`src/rtl/transmit_mux.sv`:
```
// transmit_mux: round-robin scheduler sharing one serial transmitter among N
// byte-stream requesters. Each grant emits a channel-header byte
// {4'hF, channel} followed by up to BURST data bytes from the granted channel.
//
// Ports:
//   clk      system clock, rising edge
//   rst      asynchronous active-high reset
//   req_stb  per-requester byte-valid
//   req_dat  per-requester byte, channel 0 in the LSBs
//   req_rdy  per-requester byte-accepted strobe
//   tx_stb   byte valid toward the transmitter
//   tx_dat   byte toward the transmitter (8'h00 when tx_stb is low)
//   tx_rdy   transmitter accepts the byte this cycle
module transmit_mux #(
  parameter int unsigned N     = 4,
  parameter int unsigned BURST = 4
) (
  input  logic             clk,
  input  logic             rst,
  input  logic [N-1:0]     req_stb,
  input  logic [8*N-1:0]   req_dat,
  output logic [N-1:0]     req_rdy,
  output logic             tx_stb,
  output logic [7:0]       tx_dat,
  input  logic             tx_rdy
);

  localparam int unsigned GW = (N > 2) ? $clog2(N) : 1;

  localparam logic [1:0] IDLE = 2'd0;
  localparam logic [1:0] HEAD = 2'd1;
  localparam logic [1:0] DATA = 2'd2;

  localparam logic [7:0]    LAST_CNT = 8'(BURST - 1);
  localparam logic [GW-1:0] LAST_CH  = GW'(N - 1);
  localparam logic [GW:0]   N_EXT    = (GW + 1)'(N);

  logic [1:0]    state, state_n;
  logic [GW-1:0] gnt, gnt_n;
  logic [GW-1:0] ptr, ptr_n;
  logic [7:0]    cnt, cnt_n;

  logic [GW-1:0] pick;
  logic          pick_found;
  logic [GW:0]   scan;
  logic [GW-1:0] ptr_after;
  logic          sel_stb;
  logic [7:0]    sel_dat;

  // First requesting channel at or above ptr, wrapping from N-1 to 0.
  always_comb begin
    pick       = ptr;
    pick_found = 1'b0;
    scan       = '0;
    for (int k = 0; k < int'(N); k++) begin
      scan = {1'b0, ptr} + (GW + 1)'(k);
      if (scan >= N_EXT) begin
        scan = scan - N_EXT;
      end
      if (!pick_found && req_stb[scan[GW-1:0]]) begin
        pick       = scan[GW-1:0];
        pick_found = 1'b1;
      end
    end
  end

  // Priority start for the next evaluation once the current burst ends.
  always_comb begin
    ptr_after = (gnt == LAST_CH) ? '0 : gnt + GW'(1);
  end

  // Granted channel's strobe and byte, passed straight through in DATA.
  always_comb begin
    sel_stb = req_stb[gnt];
    sel_dat = req_dat[{gnt, 3'b000} +: 8];
  end

  // State and burst bookkeeping registers.
  always_ff @(posedge clk or posedge rst) begin
    if (rst) begin
      state <= IDLE;
      gnt   <= '0;
      ptr   <= '0;
      cnt   <= '0;
    end else begin
      state <= state_n;
      gnt   <= gnt_n;
      ptr   <= ptr_n;
      cnt   <= cnt_n;
    end
  end

  // Next-state and line outputs. Outputs depend on the state registers and,
  // in DATA only, combinationally on the granted requester and tx_rdy.
  always_comb begin
    state_n = state;
    gnt_n   = gnt;
    ptr_n   = ptr;
    cnt_n   = cnt;
    tx_stb  = 1'b0;
    tx_dat  = 8'h00;
    req_rdy = '0;

    case (state)
      IDLE: begin
        if (|req_stb) begin
          gnt_n   = pick;
          cnt_n   = '0;
          state_n = HEAD;
        end
      end

      HEAD: begin
        tx_stb = 1'b1;
        tx_dat = {4'hF, 4'(gnt)};
        if (tx_rdy) begin
          state_n = DATA;
        end
      end

      DATA: begin
        tx_stb       = sel_stb;
        tx_dat       = sel_stb ? sel_dat : 8'h00;
        // Accept strobe only when a byte is actually on offer.
        req_rdy[gnt] = sel_stb & tx_rdy;
        // Burst ends on a dropped strobe or on the BURST-th transfer.
        if (!sel_stb || (tx_rdy && (cnt == LAST_CNT))) begin
          state_n = IDLE;
          cnt_n   = '0;
          ptr_n   = ptr_after;
        end else if (tx_rdy) begin
          cnt_n = cnt + 8'd1;
        end
      end

      default: begin
        state_n = IDLE;
      end
    endcase
  end

endmodule

```
`config.mk`:
```
export PLATFORM = sky130hd
export DESIGN_NAME = transmit_mux
export DESIGN_NICKNAME = d
export VERILOG_FILES = /design/src/rtl/transmit_mux.sv
export SDC_FILE = /design/constraint.sdc
export NUM_CORES = 1
export LEC_CHECK = 0
export CELL_PAD_IN_SITES_DETAIL_PLACEMENT = 1
export CELL_PAD_IN_SITES_GLOBAL_PLACEMENT = 1
export CORE_UTILIZATION = 32
export DETAILED_ROUTE_END_ITERATION = 6
export PLACE_DENSITY_LB_ADDON = 0.05
export SYNTH_ARGS = -nofsm -noshare
export SYNTH_HDL_FRONTEND = slang
export SYNTH_SLANG_ARGS = --single-unit
```
`constraint.sdc`:
```
create_clock -name clk -period 2.5 [get_ports clk]
set_input_delay 0.25 -clock clk [delete_from_list [all_inputs] [get_ports clk]]
set_output_delay 0.25 -clock clk [all_outputs]
set_load 0.01 [all_outputs]
```
==> summary.md, run 1 <==
| Metric | Value |
|---|---|
| Number of warnings reported in the yosys synthesis log | `0` |
| First-iteration detailed-routing DRC count | `23` |
| DRC violation count after routing | `0` |
| Register area | `350 um2` |
| Count of different cell masters after synthesis | `45` |
| Via density | `about 5.5` |
| Worst reg-to-reg setup slack | `0.26 ns` |
| Height of the die | `roughly 67 um` |
| Slew HR | `23.8%` |
| FP Rows | `23` |
| Dpl cell area | `~2000 um2` |
| Final count of negative-setup-slack endpoints | `0` |
| Skew-Pair Late Insertion Delay | `between 0.2 and 0.3 ns` |
| Number of pins exceeding their max-slew limit in the final report | `0` |
| Via count of the first global-routing pass | `about 1500` |
| Detailed placement HPWL | `about 3.6 mm` |
| Share of final-layout standard cells stronger than drive strength 1 | `between 10% and 20%` |
| Number of H-tree levels | `1` |
| FF-to-FF path depth | `6` |
| Post-CTS Hold Buffers | `0` |
| Total power density per cell area | `between 800 and 900 nW/um2` |
| Total I/O pin count | `52` |
| Total grt overflow | `0` |
| Cell count after synthesis | `about 140` |
| # diodes | `0` |
| Clock network fraction of total power | `approximately an eighth` |
| Pin count of the biggest net entering global routing | `15` |
| Proportion of synthesized flip-flops having asynchronous set or reset | `100%` |
| Min-delay worst type | `input port to asynchronous set/reset pin` |
| Slew @ Worst Pin | `1.14 ns` |
| Final net count | `~250` |
| Switching portion of total power | `between 40% and 50%` |
| Maximum capacitance violations | `0` |
| Clock Skew | `~0.00066 ns` |
| Portion of the post-synthesis area used by sequential elements | `26.0%` |
| Antenna violations before repair | `0` |
| Number of buffers between clock root and the deepest sink | `2` |
| Largest fanout on the critical path | `14` |
| Cell internal pwr | `slightly above 1 mW` |
| Die Span X | `about 67 um` |
| TritonCTS clock tree | `built` |
| Number of sinks on the clock net | `14` |
| Final-layout worst hold slack | `0.358 ns` |
| DR vias | `1408` |
| Startpoint class of the critical path | `flip-flop` |
| Remaining antenna violation count after routing | `0` |
| Area used by multi-input combinational logic | `about 940 um2` |
| Share of total power in combinational logic | `66.6%` |
| Layout area overhead | `55.8%` |
| Count of port buffers added during placement | `between 50 and 60` |
| Terminus of the critical flop-to-flop path | `cnt[1]` |
| Routed wirelength normalized by instance count | `17.6 um` |
| Mean Syn Cell Area | `approximately 9.5 um2` |
| Critical setup path kind | `flip-flop to primary output` |
| Die area | `between 4000 and 5000 um2` |
| Synthesized Nets | `between 150 and 200` |
| Number of enable flip-flop cells after synthesis | `0` |
| Endpoint kind of the worst setup timing path | `primary output` |
| RePlAce Congestion | `around 0.80` |
| Post-synthesis register bit count | `14` |
| Clock root cell | `sky130_fd_sc_hd__clkbuf_8` |
| Fraction of power consumed by sequential logic | `approximately a fifth` |
| Number of buffers inserted during clock tree synthesis | `3` |
| First-pass GRT wire length | `roughly 7.2 mm` |
| Post-route design area | `about 2100 um2` |
| Peak ir drop on the vdd network | `roughly 0.00054 V` |
| Worst-path clk slew | `roughly 0.060 ns` |
| Leak | `0.912 nW` |
| Largest cells by area after synthesis | `sky130_fd_sc_hd__dfrtp_1 26%, sky130_fd_sc_hd__mux4_2 13%, sky130_fd_sc_hd__ha_1 8.4%, sky130_fd_sc_hd__a21oi_1 5.2%, sky130_fd_sc_hd__nor2b_1 3.7%` |
| Final hold viol count | `0` |
| Post-synth design cell area | `1350 um2` |
| F_max | `about 0.42 GHz` |
| Run status | `completed` |
| Unrepaired setup endpoints after global routing | `false` |
| Top-area cell type share of the netlist area | `26.0%` |
| Leading area contributor after synthesis | `sky130_fd_sc_hd__dfrtp_1` |
| Area of the core | `around 4000 um2` |
| Routed wire length | `between 4 and 5 mm` |
| Total routing usage reported by global routing | `a little over a fifth` |
| Time the final worst path needs with I/O delays and setup | `approximately 2.4 ns` |
| Worst r2r src | `state[0]` |
| Most used flip-flop cell after synthesis | `sky130_fd_sc_hd__dfrtp_1` |
| Period Utilization, post-route | `a little over nine tenths` |
| Initial core utilization | `roughly 33%` |
| Arrival time at the worst endpoint | `2.14 ns` |
| Net switching power | `699 uW` |
| Number of fillers in the final layout | `roughly 460` |
| Fin Setup TNS | `0 ns` |
| Start point of the critical path | `state[0]` |
| Endpoint required time on the critical path | `~2.3 ns` |
| Router iterations before antenna repair | `4` |
## synthesized netlist by cell type, drive strengths merged, types with 3 or more instances
cell and n:
a21oi 14, nor2 5, o41ai 3, inv 9, o21ai 4, or4b 3
nor2b 8, mux2 4, and3 6, nand2 10, buf 6, dfrtp 14
mux4 8, ha 9
## worst max-delay path, stage by stage (launching register included)
cell and delay, ns:
sky130_fd_sc_hd__dfrtp_1 0.41, sky130_fd_sc_hd__inv_1 0.14, sky130_fd_sc_hd__ha_4 0.17, sky130_fd_sc_hd__nand2b_1 0.11, sky130_fd_sc_hd__o22ai_4 0.17, sky130_fd_sc_hd__buf_12 0.15, sky130_fd_sc_hd__and3_1 0.17, sky130_fd_sc_hd__clkdlybuf4s50_1 0.56
## how the worst max path moves through the flow
stage | to | slack, ns | cells after the start
6_report | req_rdy[3] | 0.11 | 7
5_1_grt | tx_dat[6] | 0.02 | 8
4_1_cts | tx_dat[4] | 0.04 | 8
3_5_place_dp | tx_dat[0] | 0.08 | 6
3_3_place_gp | tx_dat[1] | 0.15 | 6
2_1_floorplan | tx_dat[2] | 0.66 | 6
## routing by layer
metal  routed length, um  GRT usage [%]
met5                   0              0
met4                  25           4.79
met3                 236           4.28
met2                2240           38.1
met1                1980           26.9
## power by group through the flow
stage / Combinational, mW / Clock, mW / Sequential (mW)
after floorplan: 0.680 / 0 / 0.331
after global placement: 1.07 / 0 / 0.339
after detailed placement: 1.11 / 0 / 0.348
after CTS: 1.15 / 0.234 / 0.344
after global routing: 1.24 / 0.243 / 0.357
final: 1.14 / 0.225 / 0.346
## state kept, by name (all words and copies together) (netlist names)
signal and count:
cnt 8, gnt 2, ptr 2, state 2
## cell families after synthesis
logic type | share of synthesized area (%)
buffers and inverters | 5.67
adder cells (fa/ha/maj) | 8.37
AO/OA/AOI/OAI | 20.7
multiplexers | 18.2
flip-flops | 26.0
AND/OR/NAND/NOR | 20.9
## per-stage QoR
| step | utilization (%) | std cells | worst slack, ns | power [mW] |
|---|---|---|---|---|
| after floorplan | - | 142 | 0.656 | 1.01 |
| after global placement | 49.3 | 250 | 0.151 | 1.41 |
| after detailed placement | 49.3 | 250 | 0.0758 | 1.46 |
| after CTS | 51.5 | 255 | 0.0381 | 1.73 |
| after global routing | 52.0 | 255 | 0.0202 | 1.84 |
| final | 52.0 | 255 | 0.111 | 1.71 |
## area by class of cell
class                   count  area share [%]
multi-input cells         111            44.8
repair buffers             67            31.3
flip-flops and latches     14            16.7
well taps                  50            2.99
clock buffers               4            2.63
inverters                   9            1.61
## cells in the final DEF, fill, tap and decap left out, drive strengths merged, types with 2 or more instances in the layout
cell type      instances
o21ai                  4
inv                    9
buf                   16
nand2                 10
nor4b                  2
mux2i                  2
and3                   6
nor2                   5
ha                     9
a22oi                  2
o22ai                  2
mux4                   8
a32o                   2
a21oi                 14
dlymetal6s2s           5
o31ai                  2
nand2b                 2
nor2b                  8
mux2                   4
nor4                   2
or4b                   3
clkdlybuf4s50         46
nand3                  2
dfrtp                 14
o41ai                  3
or4                    2
clkbuf                 4
## timing repair
action | in CTS | in global routing
setup endpoints to repair | 13 | 7
pin swaps | 1 | 0
setup buffers | 1 | 0
resized for setup | 2 | 6
No activity file was read; power rests on OpenSTA's default activity.
==> run 2, diff against run 1 <==
Settings changed: ABC_CLOCK_PERIOD_IN_PS set to 2500, MAX_ROUTING_LAYER set to met4.
==> summary.md, run 2 (synthesized netlist as in run 1, its figures left out) <==
| Metric | Value |
|---|---|
| RePlAce Congestion | `0.813 (was 0.801)` |
| Number of H-tree levels | `1 (unchanged)` |
| Start point of the critical path | `state[0] (unchanged)` |
| FP Rows | `23 (unchanged)` |
| Max reg flops | `8 (unchanged)` |
| Skew-Pair Late Insertion Delay | `0.25 ns (about the same)` |
| Leak | `0.912 nW (unchanged)` |
| Cell depth of the worst setup path | `7 (unchanged)` |
| Worst setup path endpoint | `req_rdy[3] (unchanged)` |
| Count of port buffers added during placement | `51 (unchanged)` |
| Worst-path clk slew | `0.06 ns (about the same)` |
| Bufs and invs on worst path | `3 (unchanged)` |
| FF-to-FF path depth | `6 (unchanged)` |
| Register ranked first by flip-flop count | `cnt (unchanged)` |
| Peak ir drop on the vdd network | `0.000542 V (was 0.000540 V)` |
| Clock network fraction of total power | `13.2% (was 13.1%)` |
| M3 GR Usage | `4.28% (unchanged)` |
| Critical setup path kind | `flip-flop to primary output (unchanged)` |
| Min-delay worst type | `input port to asynchronous set/reset pin (unchanged)` |
| Number of sinks on the clock net | `14 (unchanged)` |
| Final Core Density | `52.0% (unchanged)` |
| Area of the core | `4030 um2 (unchanged)` |
| Height of the die | `66.8 um (unchanged)` |
| Maximum single-stage delay on the critical path | `0.56 ns (about the same)` |
| Grt met1 use | `26.9% (unchanged)` |
| Final count of negative-setup-slack endpoints | `0 (unchanged)` |
| Final hold viol count | `0 (unchanged)` |
| Number of buffers between clock root and the deepest sink | `2 (unchanged)` |
| Final setup slack of the worst path | `0.113 ns (was 0.111 ns)` |
| Endpoint kind of the worst setup timing path | `primary output (unchanged)` |
| Fraction of power consumed by sequential logic | `20.2% (about the same)` |
| Unrepaired setup endpoints after global routing | `false (unchanged)` |
| Dpl cell area | `1990 um2 (unchanged)` |
| Terminus of the critical flop-to-flop path | `cnt[1] (unchanged)` |
| Total routing usage reported by global routing | `22.2% (was 21.6%)` |
| Via count of the first global-routing pass | `1497 (was 1494)` |
| Share of total power in combinational logic | `66.6% (about the same)` |
| Post-route design area | `2100 um2 (unchanged)` |
| Slew @ Worst Pin | `1.14 ns (about the same)` |
| Number of pins exceeding their max-slew limit in the final report | `0 (unchanged)` |
| Worst setup timing slack at the placement stage | `0.0758 ns (unchanged)` |
| Detailed placement HPWL | `3.63 mm (unchanged)` |
| Routed wire length | `4.49 mm (about the same)` |
| Final-layout worst hold slack | `0.353 ns (was 0.358 ns)` |
| First-pass GRT wire length | `7.21 mm (was 7.22 mm)` |
| Cell internal pwr | `1.01 mW (about the same)` |
| Total I/O pin count | `52 (unchanged)` |
| Time the final worst path needs with I/O delays and setup | `2.39 ns (about the same)` |
| Routed wirelength normalized by instance count | `17.6 um (about the same)` |
| Cell type group with the largest total delay on the critical path | `buffers and inverters (unchanged)` |
| Run status | `completed (unchanged)` |
| Largest fanout on the critical path | `14 (unchanged)` |
| Via density | `5.55 (was 5.52)` |
| Total power density per cell area | `817 nW/um2 (about the same)` |
| Router iterations before antenna repair | `4 (unchanged)` |
| Fraction of met2 tracks used by global routing | `38.1% (unchanged)` |
| Most frequent standard cell in the layout excluding fill and tap cells | `sky130_fd_sc_hd__clkdlybuf4s50_1 (unchanged)` |
| Switching portion of total power | `40.8% (about the same)` |
| Worst r2r src | `state[0] (unchanged)` |
| DR vias | `1416 (was 1408)` |
| Arrival time at the worst endpoint | `2.14 ns (about the same)` |
| Slew HR | `23.9% (was 23.8%)` |
| # diodes | `0 (unchanged)` |
| Cells traversed along the worst timing path | `inv_1, ha_4, nand2b_1, o22ai_4, buf_12, and3_1, clkdlybuf4s50_1 (unchanged)` |
| Endpoint required time on the critical path | `2.25 ns (about the same)` |
| Final net count | `254 (unchanged)` |
| Die Span X | `66.8 um (unchanged)` |
| Pin count of the biggest net entering global routing | `15 (unchanged)` |
| Fin Setup TNS | `0 ns (unchanged)` |
| Layer with the highest usage after global routing | `met2 (unchanged)` |
| Antenna violations before repair | `0 (unchanged)` |
| Number of fillers in the final layout | `464 (unchanged)` |
| Slowest stage cell, crit path | `sky130_fd_sc_hd__clkdlybuf4s50_1 (unchanged)` |
| Clock Skew | `0.000809 ns (was 0.000656 ns)` |
| Clock root cell | `sky130_fd_sc_hd__clkbuf_8 (unchanged)` |
| Layout area overhead | `55.8% (unchanged)` |
| Startpoint class of the critical path | `flip-flop (unchanged)` |
| Initial core utilization | `33.4% (unchanged)` |
| Most used cells in the layout excluding fill and tap cells | `46 x sky130_fd_sc_hd__clkdlybuf4s50_1, 15 x sky130_fd_sc_hd__buf_4, 14 x sky130_fd_sc_hd__a21oi_1, 14 x sky130_fd_sc_hd__dfrtp_1, 10 x sky130_fd_sc_hd__nand2_1 (unchanged)` |
| Maximum capacitance violations | `0 (unchanged)` |
| F_max | `0.419 GHz (about the same)` |
| Remaining antenna violation count after routing | `0 (unchanged)` |
| Period Utilization, post-route | `95.5% (about the same)` |
| Worst reg-to-reg setup slack | `0.26 ns (about the same)` |
| Post-CTS Hold Buffers | `0 (unchanged)` |
| DRC violation count after routing | `0 (unchanged)` |
| Total grt overflow | `0 (unchanged)` |
| First-iteration detailed-routing DRC count | `19 (was 23)` |
| Share of final-layout standard cells stronger than drive strength 1 | `15.1% (unchanged)` |
| Net switching power | `699 uW (about the same)` |
| TritonCTS clock tree | `built (unchanged)` |
| Die area | `4470 um2 (unchanged)` |
| Number of buffers inserted during clock tree synthesis | `3 (unchanged)` |
run 2: through the flow:
stage	instances	total power, mW
after global placement	250	1.41
after global routing	255	1.84
after CTS	255	1.73
after floorplan	142	1.01
after detailed placement	250	1.46
final	255	1.71
run 2: worst min path at each step:
stage	slack (ns)	startpoint	depth (start not counted)	endpoint
5_1_grt	0.44	rst	2	ptr[0]
4_1_cts	0.38	rst	2	gnt[0]
6_report	0.35	rst	2	gnt[0]
3_5_place_dp	0.53	state[1]	1	state[1]
2_1_floorplan	0.14	rst	1	cnt[0]
3_3_place_gp	0.51	state[1]	1	state[1]
run 2: per-layer routing:
| layer | vias to the layer above | routed length (um) |
|---|---|---|
| li1 | 673 | - |
| met1 | 709 | 1980 |
| met2 | 32 | 2240 |
| met3 | 2 | 238 |
| met4 | 0 | 25 |
| met5 | - | 0 |
run 2: power by group through the flow:
stage | Sequential (mW) | Clock, mW | Combinational, mW
after floorplan | 0.331 | 0 | 0.680
after global placement | 0.339 | 0 | 1.07
after detailed placement | 0.348 | 0 | 1.11
after CTS | 0.344 | 0.234 | 1.15
after global routing | 0.357 | 0.243 | 1.24
final | 0.346 | 0.226 | 1.14
run 2: area by class of cell:
type / count / area [um2] / share of cell area [%]
multi-input combinational: 111 / 938 / 44.8
timing repair buffer: 67 / 656 / 31.3
sequential: 14 / 350 / 16.7
tap: 50 / 62.6 / 2.99
clock buffer: 4 / 55.1 / 2.63
inverter: 9 / 33.8 / 1.61
run 2: what timing repair did:
item / 4_1_cts / 5_1_grt
pin swaps: 1 / 0
buffers inserted: 1 / 0
endpoints found under the setup margin: 13 / 7
gates resized for setup: 2 / 6
==> run 3, diff against run 2 <==
Settings changed: CORE_MARGIN set to 2, SLEW_MARGIN set to 20.
==> summary.md, run 3 (synthesized netlist as in run 1, its figures left out) <==
| Metric | Value |
|---|---|
| Run status | `completed (unchanged)` |
| Area of the core | `4030 um2 (unchanged)` |
| Endpoint required time on the critical path | `2.25 ns (about the same)` |
| Antenna violations before repair | `0 (unchanged)` |
| Fin Setup TNS | `0 ns (unchanged)` |
| Worst r2r src | `state[1] (was state[0])` |
| Slowest stage cell, crit path | `sky130_fd_sc_hd__mux4_2 (was sky130_fd_sc_hd__clkdlybuf4s50_1)` |
| Bufs and invs on worst path | `2 (was 3)` |
| M3 GR Usage | `6.01% (was 4.28%)` |
| Number of sinks on the clock net | `14 (unchanged)` |
| Via count of the first global-routing pass | `1495 (was 1497)` |
| Period Utilization, post-route | `94.7% (was 95.5%)` |
| Total routing usage reported by global routing | `20.7% (was 22.2%)` |
| # diodes | `0 (unchanged)` |
| Die Span X | `68.8 um (was 66.8 um)` |
| Layout area overhead | `57.8% (was 55.8%)` |
| Via density | `5.71 (was 5.55)` |
| Clock Skew | `0.00541 ns (was 0.000809 ns)` |
| Slew @ Worst Pin | `0.656 ns (was 1.14 ns)` |
| Layer with the highest usage after global routing | `met2 (unchanged)` |
| Remaining antenna violation count after routing | `0 (unchanged)` |
| Unrepaired setup endpoints after global routing | `false (unchanged)` |
| Final net count | `253 (was 254)` |
| Slew HR | `56.3% (was 23.9%)` |
| First-iteration detailed-routing DRC count | `22 (was 19)` |
| Share of final-layout standard cells stronger than drive strength 1 | `16.7% (was 15.1%)` |
| Fraction of met2 tracks used by global routing | `36.1% (was 38.1%)` |
| Worst-path clk slew | `0.07 ns (was 0.06 ns)` |
| Number of fillers in the final layout | `462 (was 464)` |
| Total grt overflow | `0 (unchanged)` |
| Clock root cell | `sky130_fd_sc_hd__clkbuf_8 (unchanged)` |
| Number of pins exceeding their max-slew limit in the final report | `0 (unchanged)` |
| Detailed placement HPWL | `3.67 mm (was 3.63 mm)` |
| DRC violation count after routing | `0 (unchanged)` |
| Height of the die | `68.8 um (was 66.8 um)` |
| Router iterations before antenna repair | `4 (unchanged)` |
| Count of placed standard cells in the final layout, fillers left out | `254 (was 255)` |
| FP Rows | `23 (unchanged)` |
| Area used by multi-input combinational logic | `952 um2 (was 938 um2)` |
| Maximum capacitance violations | `0 (unchanged)` |
| Routed wirelength normalized by instance count | `18.2 um (was 17.6 um)` |
| Critical setup path kind | `flip-flop to primary output (unchanged)` |
| Total I/O pin count | `52 (unchanged)` |
| Max reg flops | `8 (unchanged)` |
| Cell type group with the largest total delay on the critical path | `buffers and inverters (unchanged)` |
| Largest fanout on the critical path | `13 (was 14)` |
| Number of buffers between clock root and the deepest sink | `2 (unchanged)` |
| DR vias | `1450 (was 1416)` |
| Startpoint class of the critical path | `flip-flop (unchanged)` |
| Start point of the critical path | `gnt[0] (was state[0])` |
| Arrival time at the worst endpoint | `2.12 ns (was 2.14 ns)` |
| Maximum single-stage delay on the critical path | `0.51 ns (was 0.56 ns)` |
| Number of buffers inserted during clock tree synthesis | `3 (unchanged)` |
| Leak | `0.965 nW (was 0.912 nW)` |
| Register area | `350 um2 (unchanged)` |
| First-pass GRT wire length | `7.13 mm (was 7.21 mm)` |
| Endpoint kind of the worst setup timing path | `primary output (unchanged)` |
| Min-delay worst type | `input port to asynchronous set/reset pin (unchanged)` |
| Total power density per cell area | `821 nW/um2 (was 817 nW/um2)` |
| Peak ir drop on the vdd network | `0.000504 V (was 0.000542 V)` |
| Most frequent standard cell in the layout excluding fill and tap cells | `sky130_fd_sc_hd__clkdlybuf4s50_1 (unchanged)` |
| Count of port buffers added during placement | `51 (unchanged)` |
| Number of H-tree levels | `1 (unchanged)` |
| Die area | `4740 um2 (was 4470 um2)` |
| Initial core utilization | `33.4% (unchanged)` |
| Skew-Pair Late Insertion Delay | `0.25 ns (about the same)` |
| Cells traversed along the worst timing path | `buf_12, mux4_2, and3_1, clkdlybuf4s50_1 (was inv_1, ha_4, nand2b_1, o22ai_4, buf_12, and3_1, clkdlybuf4s50_1)` |
| TritonCTS clock tree | `built (unchanged)` |
| RePlAce Congestion | `0.802 (was 0.813)` |
| F_max | `0.423 GHz (was 0.419 GHz)` |
| Register ranked first by flip-flop count | `cnt (unchanged)` |
| Grt met1 use | `23.9% (was 26.9%)` |
| Final count of negative-setup-slack endpoints | `0 (unchanged)` |
| Final-layout worst hold slack | `0.350 ns (was 0.353 ns)` |
| Time the final worst path needs with I/O delays and setup | `2.37 ns (was 2.39 ns)` |
| Pin count of the biggest net entering global routing | `15 (unchanged)` |
| Routed wire length | `4.63 mm (was 4.49 mm)` |
| Most used cells in the layout excluding fill and tap cells | `43 x sky130_fd_sc_hd__clkdlybuf4s50_1, 14 x sky130_fd_sc_hd__a21oi_1, 14 x sky130_fd_sc_hd__dfrtp_1, 13 x sky130_fd_sc_hd__buf_4, 10 x sky130_fd_sc_hd__nand2_1 (was 46 x sky130_fd_sc_hd__clkdlybuf4s50_1, 15 x sky130_fd_sc_hd__buf_4, 14 x sky130_fd_sc_hd__a21oi_1, 14 x sky130_fd_sc_hd__dfrtp_1, 10 x sky130_fd_sc_hd__nand2_1)` |
| Final hold viol count | `0 (unchanged)` |
| Placed insts | `249 (was 250)` |
| Final Core Density | `52.7% (was 52.0%)` |
run 3: cell count changes in the layout (fill, tap and decap cells not counted), sizes merged:
| cell | previous run | this run |
|---|---|---|
| dlymetal6s2s | 5 | 8 |
| buf | 16 | 15 |
| clkdlybuf4s50 | 46 | 43 |
run 3: what timing repair did:
item / CTS / global route
buffers inserted: 1 / 0
endpoints found under the setup margin: 13 / 13
pin swaps: 1 / 0
hold buffers: 0 / 0
gates resized for setup: 2 / 12
run 3: layout make-up:
cell class                 instances  area share [%]
sequential                        14            16.5
timing repair buffer              66            31.5
multi-input combinational        111            44.9
clock buffer                       4            2.59
tap                               50            2.95
inverter                           9            1.59
run 3: final timing paths:
check                      slack (ns)  cells after the start         to
hold / removal                   0.35                      2     ptr[1]
hold reg to reg                  0.57                      2     cnt[7]
setup reg to reg                 0.33                      6     cnt[7]
max in group asynchronous        1.78                      2   state[0]
setup / recovery                 0.13                      4  tx_dat[2]
min in group clk                 0.57                      2     cnt[7]
run 3: through the flow:
step | cell area [um2] | total power, mW | worst slack [ns]
after floorplan | 1350 | 1.01 | 0.656
after global routing | 2120 | 1.88 | 0.0209
after CTS | 2080 | 1.74 | 0.0258
final | 2120 | 1.74 | 0.133
after detailed placement | 1990 | 1.47 | 0.0715
after global placement | 1990 | 1.42 | 0.153
run 3: power by group:
group / leakage, nW / switching [mW] / total, mW / internal [mW]
Clock: 0.0288 / 0.0907 / 0.230 / 0.140
Sequential: 0.185 / 0.0762 / 0.356 / 0.280
Combinational: 0.751 / 0.544 / 1.16 / 0.611
run 3: metal layers:
| layer | share of wire, % | wire [um] |
|---|---|---|
| met5 | 0 | 0 |
| met4 | 1.7 | 78 |
| met3 | 8.2 | 378 |
| met2 | 52 | 2390 |
| met1 | 38 | 1780 |
